**src/rtl/seg7_pkg.sv**
```systemverilog
// Shared constants for the multiplexed 7-segment driver: blank pattern, glyphs
// (active-low segments, bit 7 = DP) and the anode one-hot helper.
package seg7_pkg;

  localparam logic [7:0] SEG_OFF_DEFAULT = 8'hFF;

  localparam logic [7:0] GLYPH_0     = 8'hC0;
  localparam logic [7:0] GLYPH_1     = 8'hF9;
  localparam logic [7:0] GLYPH_2     = 8'hA4;
  localparam logic [7:0] GLYPH_3     = 8'hB0;
  localparam logic [7:0] GLYPH_4     = 8'h99;
  localparam logic [7:0] GLYPH_5     = 8'h92;
  localparam logic [7:0] GLYPH_6     = 8'h82;
  localparam logic [7:0] GLYPH_7     = 8'hF8;
  localparam logic [7:0] GLYPH_8     = 8'h80;
  localparam logic [7:0] GLYPH_9     = 8'h90;
  localparam logic [7:0] GLYPH_A     = 8'h88;
  localparam logic [7:0] GLYPH_B     = 8'h83;
  localparam logic [7:0] GLYPH_C     = 8'hC6;
  localparam logic [7:0] GLYPH_D     = 8'hA1;
  localparam logic [7:0] GLYPH_E     = 8'h86;
  localparam logic [7:0] GLYPH_F     = 8'h8E;
  localparam logic [7:0] GLYPH_BLANK = 8'hFF;
  localparam logic [7:0] GLYPH_DASH  = 8'hBF;

  // Up to 8 digits; the caller truncates to its own digit count.
  function automatic logic [7:0] onehot_an(input logic [2:0] pos, input logic active_high);
    logic [7:0] v;
    v = 8'd1 << pos;
    return active_high ? v : ~v;
  endfunction

endpackage

```
**src/rtl/seg7_scan_timer.sv**
```systemverilog
// Scan timing for the multiplexed display: slot counter, digit position,
// PWM phase, blink phase and the frame-end strobe.
module seg7_scan_timer #(
  parameter int N_DIGITS     = 4,
  parameter int SCAN_CNT     = 625000,
  parameter int BLANK_CNT    = 1000,
  parameter int BLINK_FRAMES = 32,
  parameter int POS_W        = $clog2(N_DIGITS)
) (
  input  logic             i_clk,
  input  logic             i_rst_n,
  output logic [POS_W-1:0] o_pos,
  output logic [3:0]       o_pwm_cnt,
  output logic             o_blank,
  output logic             o_blink_off,
  output logic             o_frame_end
);
  localparam int SLOT_W = $clog2(SCAN_CNT);
  localparam int FC_W   = (BLINK_FRAMES > 1) ? $clog2(BLINK_FRAMES) : 1;
  localparam logic [SLOT_W-1:0] SLOT_LAST = SLOT_W'(SCAN_CNT - 1);
  localparam logic [SLOT_W-1:0] BLANK_END = SLOT_W'(BLANK_CNT);
  localparam logic [POS_W-1:0]  POS_LAST  = POS_W'(N_DIGITS - 1);
  localparam logic [FC_W-1:0]   FC_LAST   = FC_W'(BLINK_FRAMES - 1);

  logic [SLOT_W-1:0] r_slot_cnt;
  logic [POS_W-1:0]  r_pos;
  logic [3:0]        r_pwm_cnt;
  logic [FC_W-1:0]   r_frame_cnt;
  logic              r_blink_off;
  logic              w_slot_last;
  logic              w_frame_end;

  assign w_slot_last = (r_slot_cnt == SLOT_LAST);
  assign w_frame_end = w_slot_last && (r_pos == POS_LAST);

  always_ff @(posedge i_clk or negedge i_rst_n) begin
    if (!i_rst_n) begin
      r_slot_cnt  <= '0;
      r_pos       <= '0;
      r_pwm_cnt   <= '0;
      r_frame_cnt <= '0;
      r_blink_off <= 1'b0;
    end else begin
      // PWM restarts with every slot so each digit gets the same duty pattern.
      r_pwm_cnt <= w_slot_last ? 4'd0 : r_pwm_cnt + 4'd1;
      if (w_slot_last) begin
        r_slot_cnt <= '0;
        r_pos      <= (r_pos == POS_LAST) ? '0 : r_pos + POS_W'(1);
      end else begin
        r_slot_cnt <= r_slot_cnt + SLOT_W'(1);
      end
      if (w_frame_end) begin
        if (r_frame_cnt == FC_LAST) begin
          r_frame_cnt <= '0;
          r_blink_off <= ~r_blink_off;
        end else begin
          r_frame_cnt <= r_frame_cnt + FC_W'(1);
        end
      end
    end
  end

  assign o_pos       = r_pos;
  assign o_pwm_cnt   = r_pwm_cnt;
  assign o_blank     = (r_slot_cnt < BLANK_END);
  assign o_blink_off = r_blink_off;
  assign o_frame_end = w_frame_end;

endmodule

```
**src/rtl/seg7_scan_n.sv**
```systemverilog
// N-digit multiplexed 7-seg driver with dead-time, double-buffered codes,
// per-digit enable/blink and 16-level PWM brightness.
module seg7_scan_n
  import seg7_pkg::*;
#(
  parameter int         N_DIGITS       = 4,
  parameter int         SCAN_CNT       = 625000,
  parameter int         BLANK_CNT      = 1000,
  parameter int         BLINK_FRAMES   = 32,
  parameter int         AN_ACTIVE_HIGH = 1,
  parameter logic [7:0] SEG_OFF        = SEG_OFF_DEFAULT
) (
  input  logic                  i_clk,
  input  logic                  i_rst_n,
  input  logic [8*N_DIGITS-1:0] i_codes,
  input  logic                  i_load,
  input  logic [N_DIGITS-1:0]   i_digit_en,
  input  logic [N_DIGITS-1:0]   i_blink_en,
  input  logic [3:0]            i_bright,
  output logic [N_DIGITS-1:0]   o_an,
  output logic [7:0]            o_seg_code,
  output logic                  o_frame_tick
);
  localparam int POS_W = $clog2(N_DIGITS);
  localparam logic [N_DIGITS-1:0] AN_OFF = (AN_ACTIVE_HIGH != 0) ? '0 : '1;

  logic [POS_W-1:0]      w_pos;
  logic [3:0]            w_pwm_cnt;
  logic                  w_blank;
  logic                  w_blink_off;
  logic                  w_frame_end;
  logic [8*N_DIGITS-1:0] w_active_flat;
  logic                  w_lit;
  logic                  r_pending_vld;
  logic [N_DIGITS-1:0]   r_an;
  logic [7:0]            r_seg_code;

  seg7_scan_timer #(
    .N_DIGITS     (N_DIGITS),
    .SCAN_CNT     (SCAN_CNT),
    .BLANK_CNT    (BLANK_CNT),
    .BLINK_FRAMES (BLINK_FRAMES),
    .POS_W        (POS_W)
  ) u_timer (
    .i_clk        (i_clk),
    .i_rst_n      (i_rst_n),
    .o_pos        (w_pos),
    .o_pwm_cnt    (w_pwm_cnt),
    .o_blank      (w_blank),
    .o_blink_off  (w_blink_off),
    .o_frame_end  (w_frame_end)
  );

  always_ff @(posedge i_clk or negedge i_rst_n) begin
    if (!i_rst_n) begin
      r_pending_vld <= 1'b0;
    end else if (w_frame_end) begin
      r_pending_vld <= 1'b0;
    end else if (i_load) begin
      r_pending_vld <= 1'b1;
    end
  end

  // Codes only reach the displayed buffer at a frame boundary, so a frame never mixes old and new.
  for (genvar gi = 0; gi < N_DIGITS; gi++) begin : g_digit
    logic [7:0] r_pending;
    logic [7:0] r_active;

    always_ff @(posedge i_clk or negedge i_rst_n) begin
      if (!i_rst_n) begin
        r_pending <= SEG_OFF;
        r_active  <= SEG_OFF;
      end else begin
        if (i_load && !w_frame_end) begin
          r_pending <= i_codes[8*gi +: 8];
        end
        if (w_frame_end && i_load) begin
          r_active <= i_codes[8*gi +: 8];
        end else if (w_frame_end && r_pending_vld) begin
          r_active <= r_pending;
        end
      end
    end

    assign w_active_flat[8*gi +: 8] = r_active;
  end

  assign w_lit = i_digit_en[w_pos]
              && !(i_blink_en[w_pos] && w_blink_off)
              && !w_blank
              && (w_pwm_cnt <= i_bright);

  always_ff @(posedge i_clk or negedge i_rst_n) begin
    if (!i_rst_n) begin
      r_an       <= AN_OFF;
      r_seg_code <= SEG_OFF;
    end else if (w_lit) begin
      r_an       <= N_DIGITS'(onehot_an(3'(w_pos), AN_ACTIVE_HIGH != 0));
      r_seg_code <= w_active_flat[{w_pos, 3'b000} +: 8];
    end else begin
      r_an       <= AN_OFF;
      r_seg_code <= SEG_OFF;
    end
  end

  assign o_an         = r_an;
  assign o_seg_code   = r_seg_code;
  assign o_frame_tick = w_frame_end;

endmodule

```
**config.mk**
```make
export PLATFORM = sky130hd
export DESIGN_NAME = seg7_scan_n
export DESIGN_NICKNAME = d
export VERILOG_FILES = /design/src/rtl/seg7_pkg.sv /design/src/rtl/seg7_scan_timer.sv /design/src/rtl/seg7_scan_n.sv
export SDC_FILE = /design/constraint.sdc
export NUM_CORES = 1
export LEC_CHECK = 0
export CAP_MARGIN = 20
export CORE_MARGIN = 2
export CORE_UTILIZATION = 55
export CTS_BUF_LIST = sky130_fd_sc_hd__clkbuf_16
export CTS_CLUSTER_SIZE = 10
export DETAILED_ROUTE_END_ITERATION = 6
export HOLD_SLACK_MARGIN = 0.15
export PLACE_DENSITY = 0.81
export SLEW_MARGIN = 30
export SYNTH_ARGS = -nofsm -noshare
export SYNTH_HDL_FRONTEND = slang
export SYNTH_SLANG_ARGS = --single-unit
```
**constraint.sdc**
```tcl
create_clock -name i_clk -period 4.7 [get_ports i_clk]
set_clock_uncertainty 0.05 [all_clocks]
set_input_delay 0.705 -clock i_clk [delete_from_list [all_inputs] [get_ports i_clk]]
set_output_delay 0.705 -clock i_clk [all_outputs]
set_load 0.03 [all_outputs]
```
# Word-level counts from Yosys, hierarchy flattened
# Index checks and enable logic that the tools add are counted.
# W data, S select, Z words.
dict set report word_totals {
  out_inout_bits 13
  register_bits 109
  elab_cells 63
  in_bits 47
}
dict set report classes {
  bitwise_logic 1
  add_sub_neg 4
  order_cmp 3
  n_eq_ne 3
  shifts 2
  n_mux 20
  reduce_logical 14
}
# cell n
set ops {}
lappend ops {{$mux W8} 9}
lappend ops {{$shiftx A32 B6 Y8} 1}
lappend ops {{$add A20 B1 Y20 const B} 1}
lappend ops {{$eq A20 B20 Y1 const B} 1}
lappend ops {{$lt A20 B10 Y1 const B} 1}
lappend ops {{$mux W20} 1}
lappend ops {{$logic_and A1 B1 Y1} 8}
lappend ops {{$mux W4} 2}
lappend ops {{$add A5 B1 Y5 const B} 1}
lappend ops {{$eq A5 B5 Y1 const B} 1}
lappend ops {{$mux W5} 1}
lappend ops {{$add A4 B1 Y4 const B} 1}
lappend ops {{$bmux W1 S2} 2}
lappend ops {{$le A4 B4 Y1} 1}
lappend ops {{$mux W1} 4}
lappend ops {{$reduce_bool A2 Y1} 2}
lappend ops {{$shl A1 B2 Y4 const A} 1}
lappend ops {{$logic_not A1 Y1} 3}
lappend ops {{$lt A2 B3 Y1 const B} 1}
lappend ops {{$add A2 B1 Y2 const B} 1}
lappend ops {{$eq A2 B2 Y1 const B} 1}
lappend ops {{$mux W2} 1}
lappend ops {{$reduce_and A2 Y1} 1}
lappend ops {{$not A1 Y1} 1}

# Depth between registers and ports, before layout
dict set report logic_depth {
  depth_word 8
  ltp_mapped 9
  ltp_nobuf 7
}

# Modules after synthesis
# A second synthesis with hierarchy kept.
dict set report unflattened {
  hier_cells 420
  area_unflattened_um2 5088.6
}
# module seq_area_each_um2 instances cells_each area_each_um2
set modules_own_cells {}
lappend modules_own_cells {seg7_scan_n 2016.9 1 276 3495.9}
lappend modules_own_cells {seg7_scan_timer 800.8 1 144 1592.8}

# Worst setup path after synthesis
# No wires, ideal clock.
dict set report synth_path {
  kind {reg2out}
  from {register u_timer.r_slot_cnt[0]}
  to {output port o_frame_tick}
  slack_ns 2.365
  required_time_ns 3.945
  path_stages_with_launch 8
  arrival_ns 1.580
  n_path_buf 2
  cell_sequence {dfrtp_1 ha_1 and4_1 and4_1 buf_2 nand3_4 inv_2 buf_4}
}
dict set report synth_between {
  elab_chain_cells 2
}
# element line_no
set synth_lines {}
lappend synth_lines {{from (decl)} seg7_scan_timer.sv:25} ;# logic [SLOT_W-1:0] r_slot_cnt;
lappend synth_lines {{from (signal assigned)} seg7_scan_timer.sv:50} ;# r_slot_cnt <= r_slot_cnt + SLOT_W'(1);
lappend synth_lines {{$eq A20 B20 Y1} seg7_scan_timer.sv:33} ;# assign w_slot_last = (r_slot_cnt == SLOT_LAST);
lappend synth_lines {{$logic_and A1 B1 Y1} seg7_scan_timer.sv:34} ;# assign w_frame_end = w_slot_last && (r_pos == POS_LAST);
lappend synth_lines {{to (decl)} seg7_scan_n.sv:22} ;# output logic o_frame_tick
# No other way between the ends.

# Final worst setup path
# Ends and elaborated chain as after synthesis.

==> results_dict.tcl <==
set metrics [dict create \
    io_buffer_count 59 \
    synth.area.top_cells "sky130_fd_sc_hd__dfstp_2 (37%), sky130_fd_sc_hd__dfrtp_1 (18%), sky130_fd_sc_hd__mux2_2 (7.1%)" \
    crit_path_start_kind "flip-flop" \
    cts-root-buf "sky130_fd_sc_hd__clkbuf_16" \
    nets 530 \
    chipHeight_um 100.2 \
    grt_setup_unrepaired "false" \
    worst_slew_pin_slew_ns 0.9595 \
    cap_viol_max_count 0 \
    clk_transition_reported_paths_ns 0.08 \
    p_comb_share_pct 6.2 \
    netSwitchingFraction_pct 22.29 \
    cts_buffers 9 \
    detail_route.vias_per_cell 6.208 \
    detail_route.iter0.violations 196 \
    gpl.final_weighted_congestion 0.7899 \
    multiInputGateArea_um2 2098 \
    cts_tree "built" \
    critPathKind "reg2out" \
    run_status "completed" \
    drt.antenna.violating_nets 0 \
    place_hpwl_um 7384 \
    timing.final.setup_violations 0 \
    clockBufferDepth 2 \
    fmax_mhz 294.8 \
    worst_ep_required_time_ns 3.94 \
    drive_gt1_share_pct 29.62 \
    synth_cell_types 42 \
    power.share.clock_pct 38.7 \
    worst_slack_ns 1.308 \
    fill_cells 672 \
    number_of_global_route_vias_before_repair 3779 \
    wl_um 11270 \
    avgSynthCellArea_um2 12.12 \
    antenna_cells_inserted 0 \
    pwrdens_nw_per_um2 304.2 \
    grt_max_degree 69 \
    grt_overflow 0 \
    met3WireLength_um 431 \
    num_io_pins 60 \
    worst_hold_path_type "in2async" \
    total_number_of_yosys_warnings 0 \
    synthCells 420 \
    synth-seq-area-share_pct 55.37 \
    combined_area_of_all_synthesized_cells_um2 5089 \
    drtPass1Iterations 5 \
    initial_core_util_pct 55.87 \
    r2r_cells 6 \
    layout-area-overhead-vs-synth_pct 17.58 \
    later_pin_clock_latency_in_the_skew_report_ns 0.35 \
    cp_max_fo 13 \
    power.ir.vdd_worst_v 0.0001841 \
    post-place-ws_ns 1.678 \
    netlist.area_leader.share_pct 37.18 \
    post_drt_wl_per_cell_um 19.19 \
    floorplan.rows 35 \
    ys_ff_latch 109 \
    final_max_slew_viol_count 0 \
    clk_sink_count 109 \
    dieWidth_um 100.2 \
    routed-wl-met2_um 5843 \
    slew_headroom_pct 36.03 \
    grt_first_pass_wirelength_um 18330 \
    netlist.top_cell.by_area "sky130_fd_sc_hd__dfstp_2" \
    crit_path_end_kind "output pin" \
    dieArea_um2 10040 \
    finalSetupTns_ns 0 \
    highest-signal-layer "met4" \
    finalHoldViolCount 0 \
    min_tclk_post_route_ns 3.392 \
    postCtsHoldBufs 0 \
    power.sequential.fraction_pct 55.1 \
    wl_met1_um 4801 \
    power.net_switching_w 0.0004056 \
    core_region_area_um2 9109 \
    drc_errors 0 \
    synth_nets 479 \
    cts_max_level 3 \
    cellInternalPower_w 0.001414 \
    gr-usage-all-layers_pct 23.41 \
    crit_arrival_ns 2.64 \
    post-cts-setup-buffers 0 \
    power.static_leakage_nw 2.439 \
    seq_area_um2 2818 \
    cts_resized 0 \
    grt_antenna_before_repair 0 \
    layout_worst_path_cycle_share_pct 72.18 \
    via_count 3644 \
]
[layout make-up]
class / count / share of cell area (%)
sequential: 109 / 47.09
clock buffer: 9 / 3.764
timing repair buffer: 62 / 10.20
multi-input combinational: 278 / 35.07
tap: 111 / 2.321
clock inverter: 7 / 0.8574
inverter: 11 / 0.6901
[power by group through the flow]
stage	Clock (W)	Combinational, W	Sequential [W]
detailed placement	0	0.000113	0.00102
finish	0.000705	0.000113	0.00100
floorplan	0	0.0000468	0.00101
CTS	0.000713	0.000114	0.00100
global route	0.000755	0.000123	0.00101
global placement	0	0.000110	0.00101
[registers in the layout, indices dropped and copies added (netlist names)]
name / cells
u_timer.o_blink_off: 1
r_pending_vld: 1
o_an: 4
g_digit.r_active: 32
u_timer.o_pos: 2
u_timer.o_pwm_cnt: 4
o_seg_code: 8
u_timer.r_frame_cnt: 5
u_timer.r_slot_cnt: 20
g_digit.r_pending: 32
[cell usage after synthesis, drive strengths merged]
| cell | count |
|---|---|
| dfstp | 72 |
| o22ai | 56 |
| dfrtp | 37 |
| mux2 | 32 |
| a21oi | 31 |
| nand2 | 20 |
| nand3 | 19 |
| nor2 | 18 |
| buf | 15 |
| ha | 12 |
| inv | 11 |
| xnor2 | 11 |
| mux4 | 10 |
| nand2b | 8 |
| xor2 | 8 |
| and2 | 7 |
| clkbuf | 7 |
| and3 | 6 |
| nand4 | 6 |
| o21ai | 6 |
| nor4 | 5 |
| a22oi | 4 |
| a32oi | 4 |
| and4 | 3 |
| nor3 | 3 |
| nand3b | 2 |
| a21o | 1 |
| and3b | 1 |
| nor2b | 1 |
| o211ai | 1 |
| o41ai | 1 |
| or3 | 1 |
| or4 | 1 |
[layer usage]
layer | GRT usage [%] | vias to the layer above
li1 | - | 1665
met1 | 30.22 | 1847
met2 | 40.73 | 114
met3 | 3.203 | 18
met4 | 8.219 | 0
met5 | 0 | -
[critical path, stage by stage, from the launching register on]
cell                              delay (ns)
sky130_fd_sc_hd__dfrtp_1                0.42
sky130_fd_sc_hd__ha_1                   0.29
sky130_fd_sc_hd__and4_1                 0.23
sky130_fd_sc_hd__and4_1                 0.39
sky130_fd_sc_hd__nand3_4                0.20
sky130_fd_sc_hd__inv_2                  0.11
sky130_fd_sc_hd__clkdlybuf4s50_1        0.66
[metrics by stage]
step	power, W	instance area (um^2)	instances	hold WS [ns]	util (%)
2_1_floorplan	0.001059	5089	420	0.3594	-
3_3_place_gp	0.001125	5707	571	0.4190	62.65
3_5_place_dp	0.001130	5707	571	0.4402	62.65
4_1_cts	0.001829	5983	587	0.4244	65.69
5_1_grt	0.001883	5983	587	0.4610	65.69
6_report	0.001820	5983	587	0.3861	65.69
[worst paths after layout]
check	startpoint	endpoint	slack [ns]
setup / recovery	u_timer.r_slot_cnt[0]	o_frame_tick	1.31
hold / removal	i_rst_n	u_timer.r_slot_cnt[18]	0.39
setup reg to reg	u_timer.r_slot_cnt[0]	g_digit[1].r_active[3]	1.94
min in group i_clk	u_timer.o_blink_off	u_timer.o_blink_off	0.45
hold reg to reg	u_timer.o_blink_off	u_timer.o_blink_off	0.45
max in group asynchronous	i_rst_n	g_digit[2].r_active[5]	3.15
[cell usage in the layout (no fill, tap or decap), types with 8 or more instances in the layout]
master,instances
sky130_fd_sc_hd__nand2b_1,8
sky130_fd_sc_hd__dfstp_2,72
sky130_fd_sc_hd__nor2_1,18
sky130_fd_sc_hd__mux4_2,10
sky130_fd_sc_hd__clkdlybuf4s50_1,58
sky130_fd_sc_hd__ha_1,12
sky130_fd_sc_hd__o22ai_1,56
sky130_fd_sc_hd__nand3_1,18
sky130_fd_sc_hd__a21oi_1,31
sky130_fd_sc_hd__nand2_1,19
sky130_fd_sc_hd__inv_1,10
sky130_fd_sc_hd__clkbuf_16,9
sky130_fd_sc_hd__xor2_1,8
sky130_fd_sc_hd__mux2_2,32
sky130_fd_sc_hd__dfrtp_1,37
sky130_fd_sc_hd__xnor2_1,11
[kinds of logic after synthesis]
logic type,after synthesis,share of synthesized area (%)
simple gates,101,11.24
fa+ha+maj,12,2.950
flops,109,55.37
buf+inv,33,3.393
xor+xnor,19,3.270
compound gates,104,12.27
mux,42,11.51
(Power assumes the default switching activity.)
